`src/rtl/seq_det_pkg.sv`:
```
// Shared types and helpers for the parametrised serial sequence detector.
package seq_det_pkg;

    typedef enum logic [1:0] {
        EMPTY,
        FILLING,
        ARMED
    } state_e;

    // Widest pattern the mask helper can describe.
    localparam int unsigned MASK_MAX_W = 64;

    function automatic int unsigned len_w(input int unsigned pat_w);
        return $clog2(pat_w + 1);
    endfunction

    // Low `len` bits set; callers truncate to their own pattern width.
    function automatic logic [MASK_MAX_W-1:0] len_mask(input int unsigned len);
        logic [MASK_MAX_W-1:0] m;
        m = '0;
        for (int unsigned i = 0; i < MASK_MAX_W; i++) begin
            if (i < len) m[i] = 1'b1;
        end
        return m;
    endfunction

endpackage

```
`src/rtl/seq_det_if.sv`:
```
// Detector bus: serial input, pattern configuration and match outputs.
interface seq_det_if
    import seq_det_pkg::*;
#(
    parameter int PAT_W = 8,
    parameter int CNT_W = 8,
    parameter int LEN_W = len_w(PAT_W)
);
    logic             x_valid;
    logic             x;
    logic             pat_load;
    logic [PAT_W-1:0] pat_in;
    logic [LEN_W-1:0] pat_len;
    logic             overlap;
    logic             cnt_clr;
    logic             y;
    logic             armed;
    logic [CNT_W-1:0] match_cnt;

    modport master (
        output x_valid, x, pat_load, pat_in, pat_len, overlap, cnt_clr,
        input  y, armed, match_cnt
    );

    modport slave (
        input  x_valid, x, pat_load, pat_in, pat_len, overlap, cnt_clr,
        output y, armed, match_cnt
    );
endinterface

```
`src/rtl/seq_det_sat_cnt.sv`:
```
// Saturating up-counter with synchronous clear; clear wins over increment.
module seq_det_sat_cnt #(
    parameter int CNT_W = 8
) (
    input  logic             clk,
    input  logic             rst,
    input  logic             inc_i,
    input  logic             clr_i,
    output logic [CNT_W-1:0] cnt_o
);
    logic [CNT_W-1:0] cnt_q, cnt_d;

    // NOTE: every variable written in always_comb gets a default first so no latch is inferred.
    always_comb begin
        cnt_d = cnt_q;
        if (clr_i) begin
            cnt_d = '0;
        end else if (inc_i && (cnt_q != '1)) begin
            cnt_d = cnt_q + 1'b1;
        end
    end

    // NOTE: sequential state uses non-blocking assignments only.
    always_ff @(posedge clk) begin
        if (rst) cnt_q <= '0;
        else     cnt_q <= cnt_d;
    end

    assign cnt_o = cnt_q;
endmodule

```
`src/rtl/seq_detector_param.sv`:
```
// Runtime-loadable serial bit-sequence detector with overlap control and match counter.
// Build option: define SEQ_DET_MOORE_EN for a registered (Moore) y output; default is Mealy.
module seq_detector_param
    import seq_det_pkg::*;
#(
    parameter int PAT_W = 8,
    parameter int CNT_W = 8
) (
    input logic     clk,
    input logic     rst,
    seq_det_if.slave bus
);
    localparam int LEN_W = len_w(PAT_W);

    logic [PAT_W-1:0] hist_q, hist_d;
    logic [PAT_W-1:0] pattern_q, pattern_d;
    logic [LEN_W-1:0] len_q, len_d;
    logic [LEN_W-1:0] fill_q, fill_d;
    state_e           state_q, state_d;

    logic [PAT_W-1:0] mask;
    logic [PAT_W-1:0] hist_next;
    logic [LEN_W:0]   fill_inc;
    logic             consume;
    logic             match;

    // A bit offered in a load cycle is discarded, so load masks consumption.
    always_comb begin
        mask      = PAT_W'(len_mask(32'(len_q)));
        hist_next = {hist_q[PAT_W-2:0], bus.x};
        fill_inc  = {1'b0, fill_q} + {{LEN_W{1'b0}}, 1'b1};
        consume   = bus.x_valid && !bus.pat_load && !rst;
        match     = consume && (len_q != '0) && (fill_inc >= {1'b0, len_q})
                    && ((hist_next & mask) == (pattern_q & mask));
    end

    always_comb begin
        hist_d    = hist_q;
        pattern_d = pattern_q;
        len_d     = len_q;
        fill_d    = fill_q;
        state_d   = state_q;

        if (bus.pat_load) begin
            pattern_d = bus.pat_in;
            len_d     = (bus.pat_len > LEN_W'(PAT_W)) ? LEN_W'(PAT_W) : bus.pat_len;
            hist_d    = '0;
            fill_d    = '0;
        end else if (consume) begin
            hist_d = hist_next;
            if (match && !bus.overlap) begin
                fill_d = '0;
            end else if (fill_q != LEN_W'(PAT_W)) begin
                fill_d = fill_inc[LEN_W-1:0];
            end
        end

        if (fill_d == '0) begin
            state_d = EMPTY;
        end else if ((len_d != '0) && (fill_d >= len_d)) begin
            state_d = ARMED;
        end else begin
            state_d = FILLING;
        end
    end

    always_ff @(posedge clk) begin
        if (rst) begin
            hist_q    <= '0;
            pattern_q <= '0;
            len_q     <= '0;
            fill_q    <= '0;
            state_q   <= EMPTY;
        end else begin
            hist_q    <= hist_d;
            pattern_q <= pattern_d;
            len_q     <= len_d;
            fill_q    <= fill_d;
            state_q   <= state_d;
        end
    end

    assign bus.armed = (state_q == ARMED);

    seq_det_sat_cnt #(.CNT_W(CNT_W)) u_cnt (
        .clk   (clk),
        .rst   (rst),
        .inc_i (match),
        .clr_i (bus.cnt_clr),
        .cnt_o (bus.match_cnt)
    );

`ifdef SEQ_DET_MOORE_EN
    logic y_q;

    always_ff @(posedge clk) begin
        if (rst || bus.pat_load) y_q <= 1'b0;
        else                     y_q <= match;
    end

    assign bus.y = y_q;
`else
    assign bus.y = match;
`endif

endmodule

```
`src/flat_wrapper.sv`:
```
// flat-port wrapper written by rule: the top's interface ports become plain ports
module seq_detector_param_flat import seq_det_pkg::*;
#(
    parameter int PAT_W = 8,
    parameter int CNT_W = 8
)
  (clk, rst, bus_x_valid, bus_x, bus_pat_load, bus_pat_in, bus_pat_len, bus_overlap, bus_cnt_clr, bus_y, bus_armed, bus_match_cnt);
  seq_det_if #(.PAT_W(PAT_W), .CNT_W(CNT_W)) bus_i ();
  input logic clk;
  input logic rst;
  input wire logic [$bits(bus_i.x_valid)-1:0] bus_x_valid;
  input wire logic [$bits(bus_i.x)-1:0] bus_x;
  input wire logic [$bits(bus_i.pat_load)-1:0] bus_pat_load;
  input wire logic [$bits(bus_i.pat_in)-1:0] bus_pat_in;
  input wire logic [$bits(bus_i.pat_len)-1:0] bus_pat_len;
  input wire logic [$bits(bus_i.overlap)-1:0] bus_overlap;
  input wire logic [$bits(bus_i.cnt_clr)-1:0] bus_cnt_clr;
  output wire logic [$bits(bus_i.y)-1:0] bus_y;
  output wire logic [$bits(bus_i.armed)-1:0] bus_armed;
  output wire logic [$bits(bus_i.match_cnt)-1:0] bus_match_cnt;
  assign bus_i.x_valid = bus_x_valid;
  assign bus_i.x = bus_x;
  assign bus_i.pat_load = bus_pat_load;
  assign bus_i.pat_in = bus_pat_in;
  assign bus_i.pat_len = bus_pat_len;
  assign bus_i.overlap = bus_overlap;
  assign bus_i.cnt_clr = bus_cnt_clr;
  assign bus_y = bus_i.y;
  assign bus_armed = bus_i.armed;
  assign bus_match_cnt = bus_i.match_cnt;
  seq_detector_param #(.PAT_W(PAT_W), .CNT_W(CNT_W)) u_core (.clk(clk), .rst(rst), .bus(bus_i));
endmodule
```
`config.mk`:
```
export PLATFORM = sky130hd
export DESIGN_NAME = seq_detector_param_flat
export DESIGN_NICKNAME = d
export VERILOG_FILES = /design/src/rtl/seq_det_pkg.sv /design/src/rtl/seq_det_if.sv /design/src/rtl/seq_det_sat_cnt.sv /design/src/rtl/seq_detector_param.sv /design/src/flat_wrapper.sv
export SDC_FILE = /design/constraint.sdc
export NUM_CORES = 1
export LEC_CHECK = 0
export BUFFER_PORTS_ARGS = -buffer_cell sky130_fd_sc_hd__buf_4
export CAP_MARGIN = 20
export CORE_ASPECT_RATIO = 1.1
export CORE_MARGIN = 10
export CORE_UTILIZATION = 40
export CTS_BUF_LIST = sky130_fd_sc_hd__clkbuf_2
export DETAILED_ROUTE_END_ITERATION = 6
export SYNTH_ARGS = -nofsm -noshare
export SYNTH_HDL_FRONTEND = slang
export SYNTH_HIERARCHICAL = 1
export SYNTH_SLANG_ARGS = --single-unit
```
`constraint.sdc`:
```
create_clock -name clk -period 4 [get_ports clk]
set_input_delay 0.6 -clock clk [delete_from_list [all_inputs] [get_ports clk]]
set_output_delay 0.6 -clock clk [all_outputs]
set_load 0.01 [all_outputs]
```
==> results.sh, run 1 <==
export IMPL_numPortBuffers=28
export IMPL_initial_core_util_pct=41.58
export IMPL_rsz_0062_raised_after_global_routing="no"
export IMPL_die_width_um=86.31
export IMPL_hold_viol=0
export IMPL_cts_sinks=33
export IMPL_setup_tns_ns=0
export IMPL_grt_pass1_vias=1557
export IMPL_area_growth_synth_to_final_pct=13.78
export IMPL_required_time_worst_endpoint_ns=4.31
export IMPL_dr_pass1_iters=4
export IMPL_syn_mean_instance_area_um2=9.482
export IMPL_mapped_area_um2=1934
export IMPL_n_fill_cell=468
export IMPL_finalClockSkew_ns=0.03097
export IMPL_timing_setup_critical_path_class="register to register"
export IMPL_cts_setup_buffers=0
export IMPL_proportion_of_total_power_due_to_net_switching_pct=28.71
export IMPL_grt_util_all_layers_pct=11.10
export IMPL_p_clk_share_pct=26.1
export IMPL_timing_critical_path_arrival_ns=3.71
export IMPL_vias_per_cell=5.377
export IMPL_cap_violations=0
export IMPL_drive_above_1_share_pct=19.74
export IMPL_ys_warnings_count=6
export IMPL_clock_root_buffer="sky130_fd_sc_hd__clkbuf_2"
export IMPL_ant_nets=0
export IMPL_synth_cell_types=50
export IMPL_clk_latency_ns=0.39
export IMPL_final_nets=262
export IMPL_slew_limit_headroom_pct=71.67
export IMPL_ff_latch_area_um2=660.6
export IMPL_ctsResizeCount=0
export IMPL_dp_final_hpwl_mm=3.153
export IMPL_floorplan_die_height_um=92.94
export IMPL_crit_path_start_kind="register"
export IMPL_synth_async_reset_ratio_pct=0
export IMPL_final_cell_count_no_fill=289
export IMPL_postSynthRegisterBits=33
export IMPL_h_tree_depth=2
export IMPL_postSynthCellCount=204
export IMPL_synth_edff_count=0
export IMPL_gp_routability_congestion=0.7787
export IMPL_worstMarginPinSlew_ns=0.4234
export IMPL_post_route_period_util_pct=84.97
export IMPL_timing_final_crit_period_ns=3.399
export IMPL_floorplan_rows=26
export IMPL_die_area_um2=8021
export IMPL_grt_overflow_total=0
export IMPL_floorplan_core_area_um2=4652
export IMPL_footprint_of_the_multi_input_gates_um2=1166
export IMPL_finalMaxSlewViolations=0
export IMPL_tritoncts="yes"
export IMPL_grt_first_pass_wirelength_mm=7.265
export IMPL_finalSetupViolations=0
export IMPL_internal_power_mw=0.4214
export IMPL_synth_net_count=234
export IMPL_worstPathMaxFanout=5
export IMPL_power_density_nw_per_um2=268.6
export IMPL_avg_wl_per_cell_um=14.78
export IMPL_route_final_wire_length_mm=4.272
export IMPL_initialDrtViolationCount=77
export IMPL_combPwrFrac_pct=15.2
export IMPL_cts_hold_repair_buffers=0
export IMPL_worstHoldPathType="input pin to register"
export IMPL_vias=1554
export IMPL_num_antenna_cells=0
export IMPL_maxClockFrequency_ghz=0.2942
export IMPL_path_clk_slew_ns=0.19
export IMPL_net_switching_power_mw=0.1697
export IMPL_p_leak_nw=0.9569
export IMPL_power_share_sequential_pct=58.6
export IMPL_dpl_cell_count=281
export IMPL_cts_buffers_inserted=5
export IMPL_drc=0
export IMPL_status="completed"
export IMPL_pin_count_of_the_biggest_net_entering_global_routing=25
export IMPL_boundaryPins=29
export IMPL_initial_antenna_violation_count=0
export IMPL_endpoint_kind="register"
export IMPL_whs_ns=0.3949
export IMPL_max_vdd_ir_drop_uv=141.0
export IMPL_yosysSeqAreaShare_pct=34.15
export IMPL_cts_root_to_sink_buffers=2
export IMPL_synth_top_flop_cell="sky130_fd_sc_hd__dfxtp_1"
==> final cells by class <==
class                           count  area share, %
Clock buffer                        5          1.137
Clock inverter                      3         0.5685
Inverter                           11          1.876
Multi-Input combinational cell    151          52.98
Sequential cell                    33          30.02
Tap cell                           56          3.184
Timing Repair Buffer               30          10.23
==> power by group through the flow <==
| stage | clock, mW | sequential [mW] | combinational (mW) |
|---|---|---|---|
| after floorplan | 0 | 0.350 | 0.0661 |
| after global placement | 0 | 0.354 | 0.0898 |
| after detailed placement | 0 | 0.354 | 0.0903 |
| after CTS | 0.166 | 0.347 | 0.0910 |
| after global routing | 0.177 | 0.348 | 0.102 |
| final | 0.154 | 0.347 | 0.0901 |
==> flip-flops by register name (all words and copies together), names as in the netlist <==
name,cells
u_core/len_q,4
u_core/fill_q,4
u_core/pattern_q,8
u_core/hist_q,7
u_core/u_cnt/cnt_o,8
u_core/state_q,2
==> final timing paths <==
check	start	endpoint	slack, ns	cells after the start
max	u_core/fill_q[0]	u_core/state_q[0]	0.60	13
min	bus_cnt_clr	u_core/u_cnt/cnt_o[5]	0.39	2
max reg2reg	u_core/fill_q[0]	u_core/state_q[0]	0.60	13
min reg2reg	u_core/u_cnt/cnt_o[1]	u_core/u_cnt/cnt_o[1]	0.51	2
==> Yosys cell counts (all sizes together) (2+ instances only) <==
cell / number / share of area (%)
a21oi: 9 / 2.3
nand3: 3 / 0.78
o21ai: 7 / 1.8
or3: 4 / 1.3
nand4: 3 / 0.97
xnor2: 5 / 2.3
mux2i: 21 / 11
a21boi: 3 / 1.4
a2111oi: 2 / 1.9
and4: 4 / 1.8
dfxtp: 33 / 34
a31oi: 2 / 0.65
nand2: 8 / 1.6
clkbuf: 2 / 0.39
buf: 7 / 3.0
and3: 4 / 1.3
nand2b: 2 / 0.65
a211o: 2 / 0.91
nor2: 26 / 5.0
inv: 11 / 2.1
nor4: 2 / 0.97
xor2: 6 / 2.7
ha: 11 / 7.1
or2: 2 / 0.78
nor3: 6 / 1.6
==> through the flow <==
step / util, % / total power, mW / setup slack (ns) / instance area [um2]
4_1_cts: 47.31 / 0.6039 / 0.5849 / 2201
5_1_grt: 47.31 / 0.6266 / 0.3561 / 2201
6_report: 47.31 / 0.5911 / 0.6013 / 2201
2_1_floorplan: - / 0.4160 / 0.7174 / 1934
3_3_place_gp: 46.50 / 0.4434 / 0.5758 / 2163
3_5_place_dp: 46.50 / 0.4438 / 0.5420 / 2163
==> cell usage in the layout (no fill, tap or decap), types with 4 or more instances in the layout <==
cell | Yosys | layout
sky130_fd_sc_hd__clkbuf_2 | 0 | 5
sky130_fd_sc_hd__inv_1 | 11 | 11
sky130_fd_sc_hd__nor2_1 | 26 | 26
sky130_fd_sc_hd__nor3_1 | 6 | 6
sky130_fd_sc_hd__mux2i_1 | 21 | 21
sky130_fd_sc_hd__xor2_1 | 6 | 6
sky130_fd_sc_hd__or3_1 | 4 | 4
sky130_fd_sc_hd__and4_1 | 4 | 4
sky130_fd_sc_hd__ha_1 | 11 | 11
sky130_fd_sc_hd__and3_1 | 4 | 4
sky130_fd_sc_hd__nand2_1 | 8 | 8
sky130_fd_sc_hd__o21ai_0 | 7 | 7
sky130_fd_sc_hd__buf_4 | 2 | 30
sky130_fd_sc_hd__dfxtp_1 | 33 | 33
sky130_fd_sc_hd__xnor2_1 | 5 | 5
sky130_fd_sc_hd__a21oi_1 | 9 | 9
==> per-layer routing <==
layer | GRT usage, % | wire length (um)
met5 | 0 | 0
met1 | 12.51 | 1885
met3 | 4.032 | 244
met4 | 4.054 | 58
met2 | 18.67 | 2083
==> worst max-delay path, cell delays in order (launching register included) <==
cell                       delay (ns)
sky130_fd_sc_hd__dfxtp_1         0.45
sky130_fd_sc_hd__inv_1           0.10
sky130_fd_sc_hd__ha_1            0.34
sky130_fd_sc_hd__ha_1            0.29
sky130_fd_sc_hd__a211oi_1        0.18
sky130_fd_sc_hd__o21ai_0         0.16
sky130_fd_sc_hd__and4b_1         0.21
sky130_fd_sc_hd__or3_1           0.31
sky130_fd_sc_hd__ha_1            0.27
sky130_fd_sc_hd__nand2b_1        0.14
sky130_fd_sc_hd__a211o_1         0.28
sky130_fd_sc_hd__a21oi_1         0.13
sky130_fd_sc_hd__a41o_1          0.18
sky130_fd_sc_hd__nor4bb_4        0.29
==> cell families after synthesis <==
family / count (synthesis) / share of synthesized area (%)
AOI/OAI and AO/OA: 37 / 16.04
and+or+nand+nor: 71 / 21.28
xor gates and xnor gates: 11 / 4.980
adders and majority gates: 11 / 7.115
muxes: 21 / 10.87
DFF: 33 / 34.15
buffers and inverters: 20 / 5.563
Note: power is estimated with default switching activity, not from simulation.
==> run 2, diff against run 1 <==
==> constraint.sdc (replaced) <==
create_clock -name clk -period 3.25 [get_ports clk]
set_input_delay 0.4875 -clock clk [delete_from_list [all_inputs] [get_ports clk]]
set_output_delay 0.4875 -clock clk [all_outputs]
set_load 0.01 [all_outputs]
==> results.sh, run 2 (same netlist as run 1, synthesis figures left out) <==
export IMPL_timing_setup_critical_path_class="register to register"
export IMPL_hold_viol=0
export IMPL_final_cell_area_excluding_filler_cells_um2=2302
export IMPL_route_final_wire_length_mm=4.440
export IMPL_crit_reg2reg_launch="u_core/fill_q[0]"
export IMPL_grt_first_pass_wirelength_mm=7.652
export IMPL_die_area_um2=8021
export IMPL_cp_buffers_inverters=3
export IMPL_finalClockSkew_ns=0.02198
export IMPL_pin_count_of_the_biggest_net_entering_global_routing=25
export IMPL_maxClockFrequency_ghz=0.3182
export IMPL_clock_root_buffer="sky130_fd_sc_hd__clkbuf_2"
export IMPL_grt_overflow_total=0
export IMPL_timing_critical_path_arrival_ns=3.41
export IMPL_cell_area_after_placement_um2=2195
export IMPL_origin_of_the_worst_setup_path="u_core/fill_q[0]"
export IMPL_vias=1599
export IMPL_vias_per_cell=5.402
export IMPL_most_common_cell_after_layout_fill_and_taps_aside="sky130_fd_sc_hd__buf_4"
export IMPL_most_frequent_cells_in_the_layout="sky130_fd_sc_hd__buf_4 (37), sky130_fd_sc_hd__dfxtp_1 (31), sky130_fd_sc_hd__nor2_1 (26)"
export IMPL_dr_pass1_iters=4
export IMPL_cts_sinks=33
export IMPL_power_density_nw_per_um2=323.3
export IMPL_hold_path_startpoint="bus_cnt_clr"
export IMPL_drc=0
export IMPL_required_time_worst_endpoint_ns=3.52
export IMPL_drive_above_1_share_pct=26.67
export IMPL_clk_latency_ns=0.38
export IMPL_initial_core_util_pct=41.58
export IMPL_p_leak_nw=1.002
export IMPL_max_vdd_ir_drop_uv=165.3
export IMPL_boundaryPins=29
export IMPL_num_antenna_cells=0
export IMPL_h_tree_depth=2
export IMPL_worstMarginPinSlew_ns=0.4306
export IMPL_tritoncts="yes"
export IMPL_critical_path_slowest_cell="sky130_fd_sc_hd__dfxtp_2"
export IMPL_gp_routability_congestion=0.8052
export IMPL_grt_util_all_layers_pct=11.49
export IMPL_dp_final_hpwl_mm=3.215
export IMPL_post_route_period_util_pct=96.70
export IMPL_crit_path_start_kind="register"
export IMPL_dpl_cell_count=285
export IMPL_grt_pass1_vias=1619
export IMPL_path_clk_slew_ns=0.20
export IMPL_numPortBuffers=28
export IMPL_cp_common_cell="sky130_fd_sc_hd__buf_4"
export IMPL_final_cell_count_no_fill=296
export IMPL_timing_final_crit_period_ns=3.143
export IMPL_slew_limit_headroom_pct=71.19
export IMPL_worstPathMaxFanout=3
export IMPL_cap_violations=0
export IMPL_finalSetupViolations=0
export IMPL_worstHoldPathType="input pin to register"
export IMPL_cts_buffers_inserted=5
export IMPL_cts_root_to_sink_buffers=2
export IMPL_avg_wl_per_cell_um=15.00
export IMPL_finalMaxSlewViolations=0
export IMPL_floorplan_rows=26
export IMPL_final_nets=269
export IMPL_initial_antenna_violation_count=0
export IMPL_area_growth_synth_to_final_pct=19.02
export IMPL_endpoint_kind="register"
export IMPL_initialDrtViolationCount=78
export IMPL_ant_nets=0
export IMPL_status="completed"
export IMPL_max_stage_delay_ns=0.40
export IMPL_die_width_um=86.31
export IMPL_floorplan_die_height_um=92.94
export IMPL_critical_path_top_delay_family="simple AND/OR/NAND/NOR gates"
export IMPL_whs_ns=0.2796
export IMPL_floorplan_core_area_um2=4652
export IMPL_timing_critical_path_cells="buf_4, buf_4, nand3_2, xnor2_2, ha_1, o21ai_0, o21ai_1, and4b_1, or3_1, ha_1, nand2b_1, a211o_1, a21oi_2, a41o_1, buf_4, nor4b_4"
-- run 2: changes by cell type in the layout (fill, tap and decap cells not counted), moves of 2 or more --
cell,before,now
sky130_fd_sc_hd__buf_4,30,37
sky130_fd_sc_hd__clkinv_1,2,0
sky130_fd_sc_hd__dfxtp_1,33,31
sky130_fd_sc_hd__ha_1,11,9
-- run 2: final cells by class --
cell class | count | area, um2
fillers | 469 | 2350
clock buffers | 5 | 25.02
clock inverters | 3 | 17.52
inverters | 11 | 41.29
repair buffers | 37 | 277.8
well taps | 56 | 70.07
flip-flops and latches | 33 | 665.6
multi-input cells | 151 | 1205
-- run 2: path summary, 6_finish.rpt --
| check | end | slack [ns] | depth (start not counted) |
|---|---|---|---|
| min | u_core/u_cnt/cnt_o[5] | 0.28 | 2 |
| max reg2reg | u_core/state_q[1] | 0.11 | 16 |
| min reg2reg | u_core/u_cnt/cnt_o[1] | 0.51 | 2 |
| max | u_core/state_q[1] | 0.11 | 16 |
-- run 2: power breakdown --
| part | total, mW | switching [mW] | internal [mW] |
|---|---|---|---|
| sequential | 0.426 | 0.0111 | 0.415 |
| combinational | 0.121 | 0.0584 | 0.0630 |
| clock | 0.197 | 0.147 | 0.0502 |
| total | 0.744 | 0.216 | 0.528 |
-- run 2: metal layers --
| metal | global-route usage (%) | wire length (um) | vias up |
|---|---|---|---|
| met1 | 13.45 | 1988 | 750 |
| met4 | 3.919 | 61 | 0 |
| met2 | 18.86 | 2146 | 30 |
| li1 | - | - | 813 |
| met3 | 4.207 | 244 | 6 |
| met5 | 0 | 0 | - |
-- run 2: what timing repair did --
item	in CTS	in global routing
pin swaps	0	3
endpoints found under the hold margin	0	0
endpoints found under the setup margin	1	2
buffers inserted	1	2
hold buffers	0	0
resized for setup	1	9
-- run 2: per-stage QoR --
stage / setup slack, ns / setup TNS [ns] / util [%] / power (mW)
5_1_grt: -0.07173 / -0.1394 / 49.49 / 0.7878
3_5_place_dp: 0.05561 / 0 / 47.18 / 0.5515
3_3_place_gp: 0.1302 / 0 / 47.18 / 0.5516
2_1_floorplan: 0.03948 / 0 / - / 0.5121
4_1_cts: 0.006052 / 0 / 48.25 / 0.7543
6_report: 0.1071 / 0 / 49.49 / 0.7442
